[config.mk]
export PLATFORM = sky130hd
export DESIGN_NAME = adder_seq_arbiter
export DESIGN_NICKNAME = d
export VERILOG_FILES = /design/src/rtl/adder_seq_arbiter.sv
export SDC_FILE = /design/constraint.sdc
export NUM_CORES = 1
export LEC_CHECK = 0
export ABC_AREA = 1
export CORE_MARGIN = 5
export CORE_UTILIZATION = 50
export DETAILED_ROUTE_END_ITERATION = 16
export HOLD_SLACK_MARGIN = 0.1
export PLACE_DENSITY_LB_ADDON = 0.12
export SLEW_MARGIN = 10
export SYNTH_ARGS = -nofsm -noshare
export SYNTH_HDL_FRONTEND = slang
export SYNTH_SLANG_ARGS = --single-unit
[constraint.sdc]
create_clock -name clk -period 6.7 [get_ports clk]
set_input_delay 1.675 -clock clk [delete_from_list [all_inputs] [get_ports clk]]
set_output_delay 1.675 -clock clk [all_outputs]
set_load 0.05 [all_outputs]
[src/rtl/adder_seq_arbiter.sv]
// Two-requester round-robin front end for one shared 4-bit ripple adder slice run nibble-serially.
// Optional signed-overflow output rsp_ovf when ADDSEQ_OVF_EN is defined.
module adder_seq_arbiter #(
    parameter int NIBBLES = 2
) (
    input  logic                   clk,
    input  logic                   rst,
    input  logic                   req0_valid,
    output logic                   req0_ready,
    input  logic [4*NIBBLES-1:0]   req0_a,
    input  logic [4*NIBBLES-1:0]   req0_b,
    input  logic                   req0_cin,
    input  logic                   req1_valid,
    output logic                   req1_ready,
    input  logic [4*NIBBLES-1:0]   req1_a,
    input  logic [4*NIBBLES-1:0]   req1_b,
    input  logic                   req1_cin,
    output logic                   rsp_valid,
    input  logic                   rsp_ready,
    output logic [4*NIBBLES-1:0]   rsp_sum,
    output logic                   rsp_cout,
    output logic                   rsp_id,
`ifdef ADDSEQ_OVF_EN
    output logic                   rsp_ovf,
`endif
    output logic                   busy
);

    localparam int WIDTH = 4 * NIBBLES;
    localparam int IW    = (NIBBLES > 1) ? $clog2(NIBBLES) : 1;

    typedef enum logic [1:0] {
        IDLE,
        RUN,
        DONE
    } state_t;

    state_t            state_q, state_d;
    logic [WIDTH-1:0]  a_q, a_d;
    logic [WIDTH-1:0]  b_q, b_d;
    logic [WIDTH-1:0]  sum_q, sum_d;
    logic [IW-1:0]     idx_q, idx_d;
    logic              carry_q, carry_d;
    logic              cout_q, cout_d;
    logic              id_q, id_d;
    logic              last_q, last_d;
`ifdef ADDSEQ_OVF_EN
    logic              ovf_q, ovf_d;
`endif

    logic              grant0, grant1;
    logic [3:0]        nib_a, nib_b, slice_sum;
    logic              slice_co;

    // On a tie the requester that did not win last time gets the slot.
    assign grant0     = req0_valid & (~req1_valid | last_q);
    assign grant1     = req1_valid & (~req0_valid | ~last_q);
    assign req0_ready = (state_q == IDLE) & grant0;
    assign req1_ready = (state_q == IDLE) & grant1;

    assign nib_a = a_q[4*idx_q +: 4];
    assign nib_b = b_q[4*idx_q +: 4];

    always_comb begin : slice
        logic c;
        c         = carry_q;
        slice_sum = '0;
        for (int i = 0; i < 4; i++) begin
            slice_sum[i] = nib_a[i] ^ nib_b[i] ^ c;
            c = (nib_a[i] & nib_b[i]) | (c & (nib_a[i] ^ nib_b[i]));
        end
        slice_co = c;
    end

    always_comb begin
        state_d = state_q;
        a_d     = a_q;
        b_d     = b_q;
        sum_d   = sum_q;
        idx_d   = idx_q;
        carry_d = carry_q;
        cout_d  = cout_q;
        id_d    = id_q;
        last_d  = last_q;
`ifdef ADDSEQ_OVF_EN
        ovf_d   = ovf_q;
`endif
        unique case (state_q)
            IDLE: begin
                if (req0_ready | req1_ready) begin
                    a_d     = req1_ready ? req1_a : req0_a;
                    b_d     = req1_ready ? req1_b : req0_b;
                    carry_d = req1_ready ? req1_cin : req0_cin;
                    id_d    = req1_ready;
                    last_d  = req1_ready;
                    idx_d   = '0;
                    state_d = RUN;
                end
            end
            RUN: begin
                sum_d[4*idx_q +: 4] = slice_sum;
                carry_d = slice_co;
                idx_d   = idx_q + 1'b1;
                if (idx_q == IW'(NIBBLES - 1)) begin
                    cout_d  = slice_co;
`ifdef ADDSEQ_OVF_EN
                    ovf_d   = a_q[WIDTH-1] ^ b_q[WIDTH-1] ^ slice_sum[3] ^ slice_co;
`endif
                    state_d = DONE;
                end
            end
            DONE: begin
                if (rsp_ready) state_d = IDLE;
            end
            default: state_d = IDLE;
        endcase
    end

    always_ff @(posedge clk or posedge rst) begin
        if (rst) begin
            state_q <= IDLE;
            a_q     <= '0;
            b_q     <= '0;
            sum_q   <= '0;
            idx_q   <= '0;
            carry_q <= 1'b0;
            cout_q  <= 1'b0;
            id_q    <= 1'b0;
            last_q  <= 1'b1;
`ifdef ADDSEQ_OVF_EN
            ovf_q   <= 1'b0;
`endif
        end else begin
            state_q <= state_d;
            a_q     <= a_d;
            b_q     <= b_d;
            sum_q   <= sum_d;
            idx_q   <= idx_d;
            carry_q <= carry_d;
            cout_q  <= cout_d;
            id_q    <= id_d;
            last_q  <= last_d;
`ifdef ADDSEQ_OVF_EN
            ovf_q   <= ovf_d;
`endif
        end
    end

    assign rsp_valid = (state_q == DONE);
    assign busy      = (state_q != IDLE);
    assign rsp_sum   = sum_q;
    assign rsp_cout  = cout_q;
    assign rsp_id    = id_q;
`ifdef ADDSEQ_OVF_EN
    assign rsp_ovf   = ovf_q;
`endif

endmodule

==> impl_metrics.py, run 1 <==
metrics = {
    "route": {
        "routed_via_density": 4.54,
        "drt_iter0_markers": 55,
        "post_drt_wl_per_cell_um": 10.8,
        "wl_mm": 3.31,
        "drt-pass1-iter-count": 4,
        "drc_errors": 0,
        "vias": 1394,
        "ant_nets": 0,
    },
    "hold_path": {
        "holdPathEnd": "a_q[2]$_DFFE_PP0P_",
        "hold_depth": 2,
        "min-delay-start": "a_q[2]$_DFFE_PP0P_",
        "hp-class": "flip-flop to flip-flop",
    },
    "logic_synthesis": {
        "synthCells": 209,
        "synth_edf_count": 0,
        "ys_types": 24,
        "synth.top_cells.by_area": "dfrtp_1 (44%), nand2_1 (16%), inv_1 (6.6%)",
        "syn_area_um2": 1710,
        "ys_async_sr_fraction_pct": 100,
        "synth_nets": 252,
        "syn_avg_cell_area_um2": 8.18,
        "synth_top_cell_area_share_pct": 43.9,
        "ys_warn_count": 0,
        "ys_ff_latch": 31,
        "yosys_most_used_dff": "dfrtp_1",
        "yosysTopAreaCell": "dfrtp_1",
        "synth-seq-area-share_pct": 45.4,
    },
    "sta": {
        "min_period_ns": 5.20,
        "worst_slew_pin_slew_ns": 0.521,
        "slew-limit-headroom_pct": 65.2,
        "drv_slew": 0,
        "setup_viol": 0,
        "fmax_mhz": 192,
        "hold_viol": 0,
        "finClkSkew_ns": 0.0146,
        "fin_crit_sh_pct": 77.6,
        "tns_ns": 0,
        "rsz0062_at_grt": "false",
    },
    "die": {
        "rows": 21,
        "fp.dieH_um": 68.5,
        "io_pins": 53,
        "die_area_um2": 4690,
        "die-width_um": 68.5,
        "initial_utilization_pct": 51.3,
        "core_area_um2": 3340,
    },
    "power_and_ir_drop": {
        "p_int_mw": 0.564,
        "clockPowerShare_pct": 9.3,
        "p_per_area_nw_per_um2": 485,
        "p_seq_share_pct": 31.5,
        "ir_drop_mv": 0.158,
        "pwr-share-comb_pct": 59.2,
        "p_sw_mw": 0.534,
        "power_leakage_nw": 1.13,
        "switching_share_pct": 48.6,
        "power_mw": 1.10,
    },
    "cells_and_area": {
        "drive_above_1_share_pct": 9.58,
        "area_delta_synth_final_pct": 32.3,
        "mostFrequentLayoutCell": "nand2_1",
        "fin_nets": 303,
        "num_antenna_cells": 0,
        "mostFrequentLayoutCells": "nand2_1 (73), clkdlybuf4s50_1 (52), inv_1 (30), dfrtp_1 (30), o21ai_0 (19)",
    },
    "clocking": {
        "cts_resized": 0,
        "cts-root-buf": "clkbuf_4",
        "clkLatencyLatePin_ns": 0.34,
        "cts_tree": "yes",
        "clkSlewWorstSetupHoldPaths_ns": 0.08,
        "cts_inserted_buffers": 5,
        "cts_buffer_depth": 2,
        "clock-sinks": 31,
        "htree_levels": 2,
        "ctsHoldBuffers": 0,
        "post-cts-setup-buffers": 0,
    },
    "placed_design": {
        "portBuffers": 52,
        "hpwl_mm": 2.53,
        "place.gp.congestion": 0.729,
    },
    "critical_path": {
        "cp.depth": 5,
        "cpMostUsedCell": "clkdlybuf4s50_1",
        "cp_slowest_cell": "clkdlybuf4s50_1",
        "worstReg2RegStart": "idx_q$_DFFE_PP0P_",
        "crit_required_ns": 5.03,
        "reg2reg_to": "rsp_sum[7]$_DFFE_PP0P_",
        "cp_num_buf_inv": 3,
        "crit_start": "req0_valid",
        "critical_path_peak_fanout": 38,
        "reg2reg_slack_ns": 3.68,
        "arrival_ns": 3.52,
        "path_cells": "clkdlybuf4s50_1 > nand2_1 > nand3_4 > inv_1 > clkdlybuf4s50_1",
        "critPathMaxStageDelay_ns": 0.81,
        "startpoint_type": "input pin",
        "crit_path_end_kind": "output pin",
        "crit_family": "buffers and inverters",
        "path_class": "input pin to output pin",
        "ff2ff_path_depth": 7,
    },
    "job": {
        "drv_cap": 0,
    },
    "status": {
        "status": "completed",
    },
    "global_route": {
        "grt_pass1_vias": 1329,
        "gr-usage-all-layers_pct": 16.4,
        "grt_overflow": 0,
        "grt_pass1_wl_mm": 5.62,
        "grt_max_degree": 39,
        "antenna_found_initial": 0,
    },
}
-- cell families (layout without fill, tap and decap cells) --
| family | Yosys count | count (layout) | synth area share, % |
|---|---|---|---|
| simple gates | 100 | 100 | 24.7 |
| buf+inv | 40 | 92 | 11.8 |
| flops | 31 | 31 | 45.4 |
| compound gates | 29 | 29 | 10.2 |
| mux | 5 | 5 | 3.29 |
| fa+ha+maj | 4 | 4 | 4.68 |
-- cell usage after synthesis, types with 2 or more instances --
library cell   n
nand4_1        2
dfrtp_1       30
fa_1           4
buf_2          2
buf_6          4
nor2_1        17
mux2_2         5
nand2_1       73
inv_1         30
o21ai_0       19
nand3_1        3
o21ai_1        2
o21ai_2        7
-- power by group through the flow --
stage                     registers (mW)  logic (mW)  clock network, mW
after global routing               0.360       0.740              0.114
after global placement             0.348       0.650                  0
after floorplan                    0.427       0.422                  0
final                              0.346       0.650              0.102
after CTS                          0.347       0.663              0.105
after detailed placement           0.351       0.662                  0
-- how the worst max path moves through the flow --
stage | end
finish | req1_ready
global route | req1_ready
CTS | req1_ready
detailed placement | req1_ready
global placement | req1_ready
floorplan | req1_ready
-- metrics by stage --
stage	instance area (µm²)	worst slack, ns	hold WS (ns)	util (%)	cells
final	2260	1.50	0.486	67.8	307
after global routing	2260	1.36	0.508	67.8	307
after CTS	2260	1.47	0.490	67.8	307
after detailed placement	2210	1.48	0.469	66.3	299
after global placement	2210	1.51	0.465	66.3	299
after floorplan	1710	2.54	0.449	-	209
-- sequential cells by signal, summed over array words and instances (netlist names) --
signal    cells
carry_q       1
state_q       2
rsp_id        1
rsp_sum       8
last_q        1
a_q           8
idx_q         1
rsp_cout      1
b_q           8
-- layer usage --
metal	GRT usage [%]	vias to the layer above	part of all wire (%)
li1	-	739	-
met1	19.3	614	45
met2	28.1	34	47
met3	4.11	7	6.2
met4	6.70	0	1.7
met5	0	-	0
-- final cells by class --
type	count	area [µm²]
fill	315	1070
sequential	31	777
multi-input combinational	138	732
timing repair buffer	53	528
inverter	31	119
tap	46	57.6
clock buffer	7	45.0
clock inverter	1	5.00
-- tightest hold or removal path, cell delays in order, from the launching register on --
cell and delay [ns]:
dfrtp_1 0.35, nand2_1 0.06, o21ai_2 0.05
Note: power is estimated with default switching activity, not from simulation.
==> inputs of run 2 (changes only) <==
--- a/config.mk
+++ b/config.mk
@@ -7,7 +7,7 @@
 export LEC_CHECK = 0
 export ABC_AREA = 1
 export CORE_MARGIN = 5
-export CORE_UTILIZATION = 50
+export CORE_UTILIZATION = 46
 export DETAILED_ROUTE_END_ITERATION = 16
 export HOLD_SLACK_MARGIN = 0.1
 export PLACE_DENSITY_LB_ADDON = 0.12
==> constraint.sdc (replaced) <==
create_clock -name clk -period 4.98 [get_ports clk]
set_input_delay 1.245 -clock clk [delete_from_list [all_inputs] [get_ports clk]]
set_output_delay 1.245 -clock clk [all_outputs]
set_load 0.05 [all_outputs]
==> run 2 against run 1 <==
  * First-iteration DRC count down 22%
  * Critical path depth unchanged
  * Worst setup slack worse by 0.65 ns
  * Core utilization down 3.6 points
  * Non-clock buffer count unchanged
  * Worst hold slack worse by 0.0072 ns
  * Via count up 0.36%
  * Sequential share of layout area down 1.0 points
  * Largest power group unchanged
  * Highest routed layer unchanged
==> impl_metrics.py, run 2 (synthesized netlist as in run 1, its figures left out) <==
metrics = {
    "clocking": {
        "cts_buffer_depth": 2,
        "cts_resized": 0,
        "ctsHoldBuffers": 0,
        "clkLatencyLatePin_ns": 0.28,
        "post-cts-setup-buffers": 0,
        "cts-root-buf": "clkbuf_8",
        "cts_inserted_buffers": 5,
        "clkSlewWorstSetupHoldPaths_ns": 0.06,
        "clock-sinks": 31,
        "htree_levels": 2,
        "cts_tree": "yes",
    },
    "route": {
        "drt-pass1-iter-count": 6,
        "routed_via_density": 4.53,
        "post_drt_wl_per_cell_um": 10.5,
        "ant_nets": 0,
        "drc_errors": 0,
        "wl_mm": 3.25,
        "vias": 1399,
        "drt_iter0_markers": 43,
    },
    "global_route": {
        "gr-usage-all-layers_pct": 13.8,
        "grt_pass1_wl_mm": 5.66,
        "antenna_found_initial": 0,
        "grt_max_degree": 38,
        "grt_pass1_vias": 1316,
        "grt_overflow": 0,
    },
    "sta": {
        "slew-limit-headroom_pct": 57.5,
        "hold_viol": 0,
        "fin_crit_sh_pct": 82.8,
        "min_period_ns": 4.12,
        "tns_ns": 0,
        "worst_slew_pin_slew_ns": 0.637,
        "fin_ws_ns": 0.856,
        "fmax_mhz": 242,
        "drv_slew": 0,
        "rsz0062_at_grt": "false",
        "setup_viol": 0,
        "finClkSkew_ns": 0.00586,
    },
    "die": {
        "die-width_um": 71.0,
        "rows": 22,
        "initial_utilization_pct": 47.1,
        "die_area_um2": 5040,
        "fp.dieH_um": 71.0,
        "core_area_um2": 3630,
        "io_pins": 53,
    },
    "critical_path": {
        "crit_required_ns": 3.73,
        "reg2reg_to": "rsp_sum[3]$_DFFE_PP0P_",
        "arrival_ns": 2.88,
        "reg2reg_slack_ns": 1.98,
        "startpoint_type": "input pin",
        "critical_path_peak_fanout": 4,
        "path_class": "input pin to output pin",
        "crit_start": "req1_valid",
        "crit_path_end_kind": "output pin",
        "ff2ff_path_depth": 7,
        "worstReg2RegStart": "idx_q$_DFFE_PP0P_",
    },
    "cells_and_area": {
        "multi_input_area_um2": 732,
        "fin_nets": 303,
        "final_cell_area_um2": 2330,
        "mostFrequentLayoutCells": "nand2_1 (73), clkdlybuf4s50_1 (52), dfrtp_1 (30), inv_1 (29), o21ai_0 (19)",
        "regArea_um2": 777,
        "num_antenna_cells": 0,
        "fillers": 341,
        "mostFrequentLayoutCell": "nand2_1",
        "drive_above_1_share_pct": 10.7,
        "final_util_pct": 64.2,
        "area_delta_synth_final_pct": 36.4,
    },
    "placed_design": {
        "portBuffers": 52,
        "dpl_cell_area_um2": 2220,
        "hpwl_mm": 2.48,
        "place.gp.congestion": 0.734,
        "place_ws_ns": 0.854,
    },
    "power_and_ir_drop": {
        "clockPowerShare_pct": 15.9,
        "ir_drop_mv": 0.237,
        "power_leakage_nw": 1.17,
        "p_seq_share_pct": 29.5,
        "p_sw_mw": 0.722,
        "pwr-share-comb_pct": 54.6,
        "switching_share_pct": 45.5,
        "power_mw": 1.59,
        "p_per_area_nw_per_um2": 680,
        "p_int_mw": 0.866,
    },
    "status": {
        "status": "completed",
    },
    "hold_path": {
        "min-delay-start": "a_q[5]$_DFFE_PP0P_",
        "hp-class": "flip-flop to flip-flop",
        "hold_depth": 2,
        "holdPathEnd": "a_q[5]$_DFFE_PP0P_",
    },
    "job": {
        "drv_cap": 0,
    },
}
[run 2: cell count changes in the layout (fill, tap and decap cells not counted)]
cell / before / now
clkbuf_1: 2 / 0
clkbuf_8: 0 / 6
bufinv_16: 0 / 1
inv_1: 30 / 29
inv_2: 0 / 1
clkbuf_4: 5 / 0
[run 2: cell type report]
class	instances	area share, %
flip-flops and latches	31	33.3
clock inverters	2	1.50
repair buffers	53	22.6
clock buffers	6	3.54
inverters	31	5.09
well taps	48	2.57
multi-input cells	138	31.4
[run 2: power by group through the flow]
stage | registers [mW] | logic (mW) | clock network, mW
after detailed placement | 0.473 | 0.881 | 0
after CTS | 0.470 | 0.884 | 0.256
after global routing | 0.487 | 0.977 | 0.265
after floorplan | 0.574 | 0.568 | 0
final | 0.468 | 0.867 | 0.253
after global placement | 0.470 | 0.870 | 0
[run 2: routing by layer]
layer	GRT usage (%)	vias to the layer above	wire [µm]
li1	-	737	-
met1	16.4	618	1400
met2	23.8	38	1600
met3	3.27	6	183
met4	5.85	0	63
met5	0	-	0
[run 2: worst max-delay path by stage]
| stage | to | slack [ns] |
|---|---|---|
| global placement | req0_ready | 0.90 |
| floorplan | req1_ready | 1.68 |
| global route | req0_ready | 0.80 |
| detailed placement | req0_ready | 0.85 |
| CTS | req0_ready | 0.85 |
| finish | req0_ready | 0.86 |
[run 2: worst max-delay path: stages]
cell and delay, ns:
clkdlybuf4s50_1 0.48, nand2_1 0.12, nand3_2 0.12, inv_1 0.11, clkdlybuf4s50_1 0.80
[run 2: metrics by stage]
stage          hold WS [ns]  cells
2_1_floorplan         0.449    209
4_1_cts               0.485    309
5_1_grt               0.504    309
3_5_place_dp          0.469    301
3_3_place_gp          0.462    301
6_report              0.479    309
==> inputs of run 3 (changes only) <==
==> constraint.sdc (replaced) <==
create_clock -name clk -period 4.25 [get_ports clk]
set_input_delay 1.0625 -clock clk [delete_from_list [all_inputs] [get_ports clk]]
set_output_delay 1.0625 -clock clk [all_outputs]
set_load 0.05 [all_outputs]
==> run 3 against run 2 <==
  * Worst setup slack got worse by 0.34 ns
  * Largest cell class unchanged
  * Largest power group unchanged
  * Via count down 0.86%
  * Critical path depth is the same
==> impl_metrics.py, run 3 (synthesized netlist as in run 1, its figures left out) <==
metrics = {
    "route": {
        "routed_via_density": 4.50,
        "drc_errors": 0,
        "ant_nets": 0,
        "post_drt_wl_per_cell_um": 10.8,
        "wl_mm": 3.31,
        "vias": 1387,
        "drt_iter0_markers": 46,
        "drt-pass1-iter-count": 4,
    },
    "global_route": {
        "antenna_found_initial": 0,
        "gr-usage-all-layers_pct": 14.2,
        "grt_overflow": 0,
        "grt_pass1_vias": 1362,
        "grt_pass1_wl_mm": 5.64,
        "grt_max_degree": 39,
    },
    "sta": {
        "slew-limit-headroom_pct": 58.5,
        "tns_ns": 0,
        "hold_viol": 0,
        "finClkSkew_ns": 0.00525,
        "fin_crit_sh_pct": 87.9,
        "rsz0062_at_grt": "false",
        "setup_viol": 0,
        "fmax_mhz": 268,
        "min_period_ns": 3.74,
        "worst_slew_pin_slew_ns": 0.622,
        "drv_slew": 0,
    },
    "placed_design": {
        "place.gp.congestion": 0.723,
        "dp.cells": 300,
        "hpwl_mm": 2.52,
        "portBuffers": 52,
    },
    "critical_path": {
        "startpoint_type": "input pin",
        "reg2reg_slack_ns": 1.29,
        "path_class": "input pin to output pin",
        "crit_family": "buffers and inverters",
        "crit_required_ns": 3.19,
        "critPathMaxStageDelay_ns": 0.80,
        "path_cells": "clkdlybuf4s50_1 > nand2_1 > nand3_2 > inv_1 > clkdlybuf4s50_1",
        "ff2ff_path_depth": 7,
        "crit_path_end_kind": "output pin",
        "cp_num_buf_inv": 3,
        "arrival_ns": 2.67,
        "reg2reg_to": "rsp_sum[3]$_DFFE_PP0P_",
        "worstReg2RegStart": "idx_q$_DFFE_PP0P_",
        "cp_slowest_cell": "clkdlybuf4s50_1",
        "critical_path_peak_fanout": 4,
        "cpMostUsedCell": "clkdlybuf4s50_1",
    },
    "die": {
        "core_area_um2": 3630,
        "rows": 22,
        "io_pins": 53,
        "die_area_um2": 5040,
        "die-width_um": 71.0,
        "initial_utilization_pct": 47.1,
        "fp.dieH_um": 71.0,
    },
    "hold_path": {
        "holdPathEnd": "rsp_id$_DFFE_PP0P_",
        "hold_depth": 2,
        "hp-class": "flip-flop to flip-flop",
        "min-delay-start": "rsp_id$_DFFE_PP0P_",
    },
    "clocking": {
        "clkLatencyLatePin_ns": 0.28,
        "cts_inserted_buffers": 5,
        "ctsHoldBuffers": 0,
        "cts_buffer_depth": 2,
        "clock-sinks": 31,
        "post-cts-setup-buffers": 0,
        "cts_resized": 0,
        "clkSlewWorstSetupHoldPaths_ns": 0.06,
        "cts_tree": "yes",
        "cts-root-buf": "clkbuf_8",
        "htree_levels": 2,
    },
    "status": {
        "status": "completed",
    },
    "cells_and_area": {
        "stdcell_count": 308,
        "fin_nets": 302,
        "num_antenna_cells": 0,
        "fillers": 351,
        "mostFrequentLayoutCell": "nand2_1",
        "area_delta_synth_final_pct": 33.7,
        "drive_above_1_share_pct": 10.0,
        "multi_input_area_um2": 732,
        "mostFrequentLayoutCells": "nand2_1 (73), clkdlybuf4s50_1 (51), dfrtp_1 (30), inv_1 (29), o21ai_0 (19)",
        "regArea_um2": 777,
    },
    "power_and_ir_drop": {
        "p_per_area_nw_per_um2": 780,
        "p_seq_share_pct": 30.8,
        "switching_share_pct": 47.6,
        "p_sw_mw": 0.849,
        "p_int_mw": 0.935,
        "power_mw": 1.78,
        "ir_drop_mv": 0.269,
        "pwr-share-comb_pct": 56.9,
        "clockPowerShare_pct": 12.3,
        "power_leakage_nw": 1.14,
    },
    "job": {
        "drv_cap": 0,
    },
}
==> run 3: cell types whose count changed in the layout (fill, tap and decap cells not counted) <==
cell	before	now
bufinv_16	1	0
clkbuf_1	0	2
clkbuf_8	6	5
clkdlybuf4s50_1	52	51
==> run 3: power groups by stage <==
stage / sequential [mW] / combinational, mW / clock [mW]
2_1_floorplan: 0.673 / 0.665 / 0
3_3_place_gp: 0.550 / 1.01 / 0
3_5_place_dp: 0.558 / 1.03 / 0
4_1_cts: 0.553 / 1.03 / 0.222
5_1_grt: 0.572 / 1.14 / 0.236
6_report: 0.550 / 1.02 / 0.219
==> run 3: worst register-to-register path: cells and delay by family (launching register included) <==
| family | cells | cell delay, ns |
|---|---|---|
| buffers and inverters | 1 | 0.04 |
| muxes | 1 | 0.40 |
| adders and majority gates | 4 | 1.68 |
| DFF | 1 | 0.61 |
| AOI/OAI and AO/OA | 1 | 0.14 |
==> run 3: final cells by class <==
type                    instances  share of cell area, %
flip-flops and latches         31                   34.0
multi-input cells             138                   32.0
repair buffers                 52                   22.6
inverters                      31                   5.20
clock buffers                   7                   3.34
well taps                      48                   2.63
clock inverters                 1                  0.219
==> run 3: worst max path at each step <==
stage | end | start | depth (start not counted)
2_1_floorplan | req1_ready | req0_valid | 5
3_3_place_gp | req0_ready | req1_valid | 5
3_5_place_dp | req0_ready | req1_valid | 5
4_1_cts | req0_ready | req1_valid | 5
5_1_grt | req0_ready | req1_valid | 5
6_report | req0_ready | req1_valid | 5
==> run 3: metrics by stage <==
stage | area (µm²) | hold WS [ns] | utilization, % | worst slack [ns]
after floorplan | 1710 | 0.449 | - | 1.31
after global placement | 2210 | 0.468 | 60.7 | 0.534
after detailed placement | 2210 | 0.469 | 60.7 | 0.503
after CTS | 2290 | 0.485 | 62.9 | 0.502
after global routing | 2290 | 0.514 | 62.9 | 0.455
final | 2290 | 0.482 | 62.9 | 0.514
==> run 3: routing by layer <==
metal,track usage (%),vias up,wire (µm)
li1,-,731,-
met1,15.2,612,1360
met2,24.8,35,1650
met3,4.83,9,214
met4,7.10,0,89
met5,0,-,0
